## src/rtl/fp_mul_pkg.sv

```systemverilog
// Shared constants, FSM state encoding and binary32 field layout for the
// single-precision multiply front-end.
package fp_mul_pkg;

  localparam int EXP_W   = 8;
  localparam int MANT_W  = 24;
  localparam int BIAS    = 127;
  localparam int EXP_MAX = 254;
  localparam logic [7:0] EXP_SPECIAL = 8'hFF;

  typedef enum logic [1:0] {
    IDLE,
    MUL,
    ADJ,
    DONE
  } state_e;

  typedef struct packed {
    logic        sign;
    logic [7:0]  exp;
    logic [22:0] frac;
  } fp32_t;

  function automatic fp32_t unpack_fp32(input logic [31:0] raw);
    return fp32_t'(raw);
  endfunction

endpackage

```

## src/rtl/fp_mul_mantissa_core_mul.sv

```systemverilog
// Iterative shift-add multiplier: one multiplier bit per cycle, LSB first.
// done_o is high during the final iteration so the parent can step on that edge.
module mant_shift_add_mul
  import fp_mul_pkg::*;
#(
  parameter int W = MANT_W
) (
  input  logic             clk_i,
  input  logic             rst_ni,
  input  logic             start_i,
  input  logic [W-1:0]     a_i,
  input  logic [W-1:0]     b_i,
  output logic             busy_o,
  output logic             done_o,
  output logic [2*W-1:0]   product_o
);

  localparam int CW = $clog2(W);

  logic [W-1:0]   a_q;
  logic [W-1:0]   b_q;
  logic [2*W-1:0] acc_q;
  logic [2*W-1:0] acc_d;
  logic [CW-1:0]  cnt_q;
  logic           busy_q;

  always_comb begin
    acc_d = acc_q;
    if (b_q[cnt_q]) begin
      acc_d = acc_q + ({{W{1'b0}}, a_q} << cnt_q);
    end
  end

  always_ff @(posedge clk_i) begin
    if (!rst_ni) begin
      a_q    <= '0;
      b_q    <= '0;
      acc_q  <= '0;
      cnt_q  <= '0;
      busy_q <= 1'b0;
    end else if (start_i) begin
      a_q    <= a_i;
      b_q    <= b_i;
      acc_q  <= '0;
      cnt_q  <= '0;
      busy_q <= 1'b1;
    end else if (busy_q) begin
      acc_q <= acc_d;
      cnt_q <= cnt_q + 1'b1;
      if (done_o) begin
        busy_q <= 1'b0;
      end
    end
  end

  assign busy_o    = busy_q;
  assign done_o    = busy_q && (cnt_q == CW'(W - 1));
  assign product_o = acc_q;

endmodule

```

## src/rtl/fp_mul_mantissa_core.sv

```systemverilog
// Multiply front-end: unpacks operands, sums exponents, runs the mantissa
// multiplier and pre-adjusts the product so its leading one sits at bit 46.
module fp_mul_mantissa_core
  import fp_mul_pkg::*;
#(
  parameter int EXP_W  = fp_mul_pkg::EXP_W,
  parameter int MANT_W = fp_mul_pkg::MANT_W,
  parameter int BIAS   = fp_mul_pkg::BIAS
) (
  input  logic                  clk_i,
  input  logic                  rst_ni,
  input  logic                  in_valid_i,
  output logic                  in_ready_o,
  input  logic [31:0]           in_a_i,
  input  logic [31:0]           in_b_i,
  output logic                  out_valid_o,
  input  logic                  out_ready_i,
  output logic                  out_s_o,
  output logic [EXP_W-1:0]      out_e_o,
  output logic [2*MANT_W-1:0]   out_m_o,
  output logic                  out_zero_o,
  output logic                  out_ovf_o,
  output logic                  out_unf_o
);

  localparam int PW = 2 * MANT_W;
  localparam int EW = EXP_W + 2;
  localparam logic signed [EW-1:0] EXP_MAX_S = EW'(EXP_MAX);
  localparam logic signed [EW-1:0] EXP_MIN_S = EW'(1);

  state_e               state_q;
  logic                 in_ready_q;
  logic                 out_valid_q;
  logic                 out_s_q;
  logic [EXP_W-1:0]     out_e_q;
  logic [PW-1:0]        out_m_q;
  logic                 out_zero_q;
  logic                 out_ovf_q;
  logic                 out_unf_q;
  logic                 sign_q;
  logic signed [EW-1:0] esum_q;

  fp32_t                opA;
  fp32_t                opB;
  logic                 sign_d;
  logic signed [EW-1:0] esum_d;
  logic                 opZero;
  logic                 opSpecial;
  logic                 mulStart;
  logic                 mulBusy;
  logic                 mulDone;
  logic [PW-1:0]        product;
  logic signed [EW-1:0] expAdj;
  logic [PW-1:0]        mantAdj;

  assign opA       = unpack_fp32(in_a_i);
  assign opB       = unpack_fp32(in_b_i);
  assign sign_d    = opA.sign ^ opB.sign;
  assign esum_d    = $signed(EW'(opA.exp)) + $signed(EW'(opB.exp)) - $signed(EW'(BIAS));
  assign opZero    = (opA.exp == 8'd0) || (opB.exp == 8'd0);
  assign opSpecial = (opA.exp == EXP_SPECIAL) || (opB.exp == EXP_SPECIAL);
  assign mulStart  = (state_q == IDLE) && in_valid_i && !opZero && !opSpecial;

  mant_shift_add_mul #(
    .W (MANT_W)
  ) u_mul (
    .clk_i     (clk_i),
    .rst_ni    (rst_ni),
    .start_i   (mulStart),
    .a_i       ({1'b1, opA.frac}),
    .b_i       ({1'b1, opB.frac}),
    .busy_o    (mulBusy),
    .done_o    (mulDone),
    .product_o (product)
  );

  // A product with bit 47 set is halved so the normaliser always sees bit 46 as the leading one.
  assign expAdj  = esum_q + $signed({{(EW-1){1'b0}}, product[PW-1]});
  assign mantAdj = product[PW-1] ? (product >> 1) : product;

  always_ff @(posedge clk_i) begin
    if (!rst_ni) begin
      state_q     <= IDLE;
      in_ready_q  <= 1'b1;
      out_valid_q <= 1'b0;
      out_s_q     <= 1'b0;
      out_e_q     <= '0;
      out_m_q     <= '0;
      out_zero_q  <= 1'b0;
      out_ovf_q   <= 1'b0;
      out_unf_q   <= 1'b0;
      sign_q      <= 1'b0;
      esum_q      <= '0;
    end else begin
      case (state_q)
        IDLE: begin
          if (in_valid_i) begin
            sign_q     <= sign_d;
            esum_q     <= esum_d;
            in_ready_q <= 1'b0;
            if (opZero) begin
              state_q     <= DONE;
              out_valid_q <= 1'b1;
              out_s_q     <= sign_d;
              out_e_q     <= '0;
              out_m_q     <= '0;
              out_zero_q  <= 1'b1;
              out_ovf_q   <= 1'b0;
              out_unf_q   <= 1'b0;
            end else if (opSpecial) begin
              state_q     <= DONE;
              out_valid_q <= 1'b1;
              out_s_q     <= sign_d;
              out_e_q     <= EXP_W'(EXP_SPECIAL);
              out_m_q     <= '0;
              out_zero_q  <= 1'b0;
              out_ovf_q   <= 1'b1;
              out_unf_q   <= 1'b0;
            end else begin
              state_q <= MUL;
            end
          end
        end
        MUL: begin
          if (mulDone || !mulBusy) begin
            state_q <= ADJ;
          end
        end
        ADJ: begin
          state_q     <= DONE;
          out_valid_q <= 1'b1;
          out_s_q     <= sign_q;
          out_zero_q  <= 1'b0;
          if (expAdj > EXP_MAX_S) begin
            out_ovf_q <= 1'b1;
            out_unf_q <= 1'b0;
            out_e_q   <= EXP_W'(EXP_SPECIAL);
            out_m_q   <= '0;
          end else if (expAdj < EXP_MIN_S) begin
            out_ovf_q <= 1'b0;
            out_unf_q <= 1'b1;
            out_e_q   <= '0;
            out_m_q   <= '0;
          end else begin
            out_ovf_q <= 1'b0;
            out_unf_q <= 1'b0;
            out_e_q   <= expAdj[EXP_W-1:0];
            out_m_q   <= mantAdj;
          end
        end
        DONE: begin
          if (out_ready_i) begin
            state_q     <= IDLE;
            out_valid_q <= 1'b0;
            in_ready_q  <= 1'b1;
          end
        end
        default: state_q <= IDLE;
      endcase
    end
  end

  assign in_ready_o  = in_ready_q;
  assign out_valid_o = out_valid_q;
  assign out_s_o     = out_s_q;
  assign out_e_o     = out_e_q;
  assign out_m_o     = out_m_q;
  assign out_zero_o  = out_zero_q;
  assign out_ovf_o   = out_ovf_q;
  assign out_unf_o   = out_unf_q;

endmodule

```

## config.mk

```make
export PLATFORM = sky130hd
export DESIGN_NAME = fp_mul_mantissa_core
export DESIGN_NICKNAME = d
export VERILOG_FILES = /design/src/rtl/fp_mul_pkg.sv /design/src/rtl/fp_mul_mantissa_core_mul.sv /design/src/rtl/fp_mul_mantissa_core.sv
export SDC_FILE = /design/constraint.sdc
export NUM_CORES = 1
export LEC_CHECK = 0
export CORE_MARGIN = 2
export CORE_UTILIZATION = 25
export DETAILED_ROUTE_END_ITERATION = 12
export GPL_TIMING_DRIVEN = 1
export MAX_ROUTING_LAYER = met4
export PLACE_DENSITY_LB_ADDON = 0.05
export SETUP_SLACK_MARGIN = 0.3
export SYNTH_ARGS = -nofsm -noshare
export SYNTH_HDL_FRONTEND = slang
export SYNTH_SLANG_ARGS = --single-unit
```

## constraint.sdc

```tcl
create_clock -name clk_i -period 12.1 [get_ports clk_i]
set_input_delay 3.63 -clock clk_i [delete_from_list [all_inputs] [get_ports clk_i]]
set_output_delay 3.63 -clock clk_i [all_outputs]
set_load 0.1 [all_outputs]
```

==> results.cfg <==
[setup_path]
ff2ff_setup_slack_ns = 6.36
critPathCaptureType = register
crit_fanout = 48
worstReg2RegEnd = u_mul.product_o[40]
cp_top_family = simple AND/OR/NAND/NOR gates
critPathArrivalTime_ns = 6.64
crit_path_max_incr_delay_ns = 0.55
start_kind = input port
critPathKind = input port to register
ff2ff_path_depth = 15
cp.required_ns = 12.48
cp_cell_sequence = clkdlybuf4s50_1 > nor4_1 > nand2_1 > and2_1 > nand3_2 > buf_4 > nand2_1 > buf_4 > nor2_1 > o2111ai_1 > o211ai_1
r2r-start = u_mul.cnt_q[0]
cp_slowest_cell = nor2_1
crit_buf_inv = 3

[floorplan]
floorplan.rows = 79
core_um2 = 46400
die_y_um = 220
io_pins = 130
die_x_um = 220
start_util_pct = 25.2
die_area_um2 = 48500

[power]
clockPowerShare_pct = 32.2
power.density_nw_per_um2 = 132
max-vdd-ir-drop_mv = 0.0899
p_leak_uw = 0.00537
p_switching_uw = 697
combPwrFrac_pct = 31.3
power_frac_seq_pct = 36.5
intPower_uw = 1170
power.share.switching_pct = 37.4

[yosys]
synthArstFlopShare_pct = 0
ys_seq_area_share_pct = 29.9
yosysUniqueCellTypes = 75
synth_top_area_share_pct = 29.9
synth_area_leader_cell = dfxtp_1
ys_warn_count = 0
synth_nets = 1642
syn_avg_cell_area_um2 = 7.79
synthCells = 1502
synthTopCellsByCount = nand2_1 (234), dfxtp_1 (175), nor2_1 (168), a21oi_1 (167), clkbuf_1 (83)
synth_edf_count = 0
netlist_top_cells_area = dfxtp_1 (30%), nand2_1 (7.5%), ha_1 (7.5%)
ys.flop_type = dfxtp_1
syn-cell-area_um2 = 11700
synth_seq_cells = 175
synth_most_common_cell = nand2_1

[clocking]
cts_hold_buf = 0
cts_htree_levels = 4
cts_resized = 0
cts.clk_slew.worst_paths_ns = 0.07
clk_latency_ns = 0.47
numCtsBuffers = 17
cts_tree = built
post_cts_buffers = 0
cts_max_path_buffers = 2
cts-root-buf = clkbuf_16
clkSinkCount = 175

[cells_and_area]
multi_input_area_um2 = 7720
areaGrowthSynthToFinish_pct = 20.6
fillers = 5059
final_nets = 1703
ff_latch_area_um2 = 3510
antennaDiodeCount = 0
drive_gt1_share_pct = 8.25
final_cells = 2183

[route]
drc_errors = 0
top_layer = met4
wl_met3_mm = 1.11
viasPerCell = 4.95
first_iter_violations = 561
drtPass1Iterations = 5
avgRoutedWirePerCell_um = 17.9
route.met2.wl_mm = 17.6
met1_length_mm = 19.4
vias = 10798
postRouteAntennaNets = 0
routed_wl_mm = 39.0

[global_routing]
grt_pass1_wl_mm = 61.7
grt_max_degree = 65
grt_util_all_layers_pct = 16.9
grt_antenna_before_repair = 0
grt_overflow_total = 0
grt_pass1_vias = 10703

[sta]
final_max_slew_viol_count = 0
hold_viol = 0
tns_ns = 0
relSlewSlack_pct = 31.9
finalSetupViolCount = 0
finalCritPeriodShare_pct = 51.7
rsz0062_at_grt = false
worstMarginPinSlew_ns = 0.996
fmax_mhz = 160
clock_skew_ns = 0.0176
min_period_ns = 6.26

[hold_path]
hp-start = out_unf_o
min_path_cells = 2
worstHoldPathType = register to register
min_to = out_unf_o

[status]
status = complete, no violations

[placed_design]
hpwl_mm = 29.6
io_buffers = 128
gp_congestion = 0.842
dp.cells = 2151

[run]
drv_cap = 0
==> stage by stage <==
stage | util, % | power (uW) | setup WS (ns) | hold WS, ns | area [um^2]
floorplan | - | 1090 | 6.41 | 0.433 | 11700
global placement | 29.1 | 1280 | 5.40 | 0.441 | 13500
detailed placement | 29.1 | 1280 | 5.34 | 0.445 | 13500
CTS | 30.4 | 1900 | 5.86 | 0.455 | 14100
global route | 30.4 | 1990 | 5.60 | 0.476 | 14100
finish | 30.4 | 1860 | 5.84 | 0.454 | 14100
==> how the worst max path moves through the flow <==
stage,slack [ns],to,cells after the start,start
global placement,5.40,u_mul.product_o[32],11,in_b_i[26]
floorplan,6.41,out_m_o[16],10,in_b_i[30]
detailed placement,5.34,u_mul.product_o[32],11,in_b_i[26]
global route,5.60,u_mul.product_o[41],11,in_b_i[26]
CTS,5.86,u_mul.product_o[41],11,in_b_i[26]
finish,5.84,u_mul.product_o[41],11,in_b_i[26]
==> registers in the layout, indices dropped and copies added, names as in the netlist, 2 cells and up <==
register	cells
u_mul.product_o	48
out_m_o	47
u_mul.b_q	24
u_mul.a_q	23
esum_q	10
out_e_o	8
u_mul.cnt_q	5
state_q	2
==> final cells by class <==
| type | instances | share of cell area, % |
|---|---|---|
| inverter | 35 | 0.949 |
| timing repair buffer | 140 | 9.72 |
| multi-input combinational | 1194 | 54.7 |
| tap | 607 | 5.38 |
| clock buffer | 18 | 3.11 |
| sequential | 175 | 24.9 |
| clock inverter | 14 | 1.27 |
==> worst register-to-register path: cells and delay by family (launching register included) <==
| family | cells | cell delay [ns] |
|---|---|---|
| simple gates | 6 | 1.25 |
| compound gates | 7 | 2.47 |
| buf+inv | 1 | 0.47 |
| fa+ha+maj | 1 | 0.47 |
| flops | 1 | 0.95 |
==> layer usage <==
metal | track usage (%) | vias to the layer above
met4 | 5.59 | 0
met5 | - | -
met1 | 22.7 | 5079
met3 | 2.72 | 36
li1 | - | 5527
met2 | 26.0 | 156
==> cells by family after synthesis <==
kind of cell             after synthesis  share of synthesized area [%]
AO/OA/AOI/OAI                        423                           22.7
adder cells (fa/ha/maj)               72                           7.83
AND/OR/NAND/NOR                      548                           20.5
XOR/XNOR                              49                           3.67
buffers and inverters                133                           4.40
flip-flops                           175                           29.9
other                                  1                         0.0321
multiplexers                         101                           10.9
==> power by group through the flow <==
stage	combinational, uW	sequential [uW]	clock (uW)
after floorplan	403	687	0
after global placement	590	694	0
after detailed placement	589	695	0
after CTS	590	682	627
after global routing	648	691	649
final	582	681	600
==> placed cells by master, fill, tap and decap left out, drive strengths merged, types with 8 or more instances in the layout <==
master / Yosys / final
a211oi: 16 / 16
a21o: 30 / 30
a21oi: 167 / 167
a22oi: 51 / 51
a31oi: 8 / 8
and2: 9 / 9
and3: 9 / 9
buf: 15 / 12
clkbuf: 83 / 18
clkdlybuf4s50: 0 / 128
dfxtp: 175 / 175
ha: 70 / 70
inv: 34 / 39
mux2: 52 / 52
mux2i: 33 / 33
mux4: 16 / 16
nand2: 234 / 234
nand3: 31 / 31
nand4: 20 / 20
nor2: 168 / 168
nor2b: 13 / 13
nor3: 24 / 24
o21a: 10 / 10
o21ai: 59 / 59
o22ai: 17 / 17
o31ai: 8 / 8
or3: 8 / 8
xnor2: 27 / 27
xor2: 22 / 22
Power figures use the tool's default switching activity.
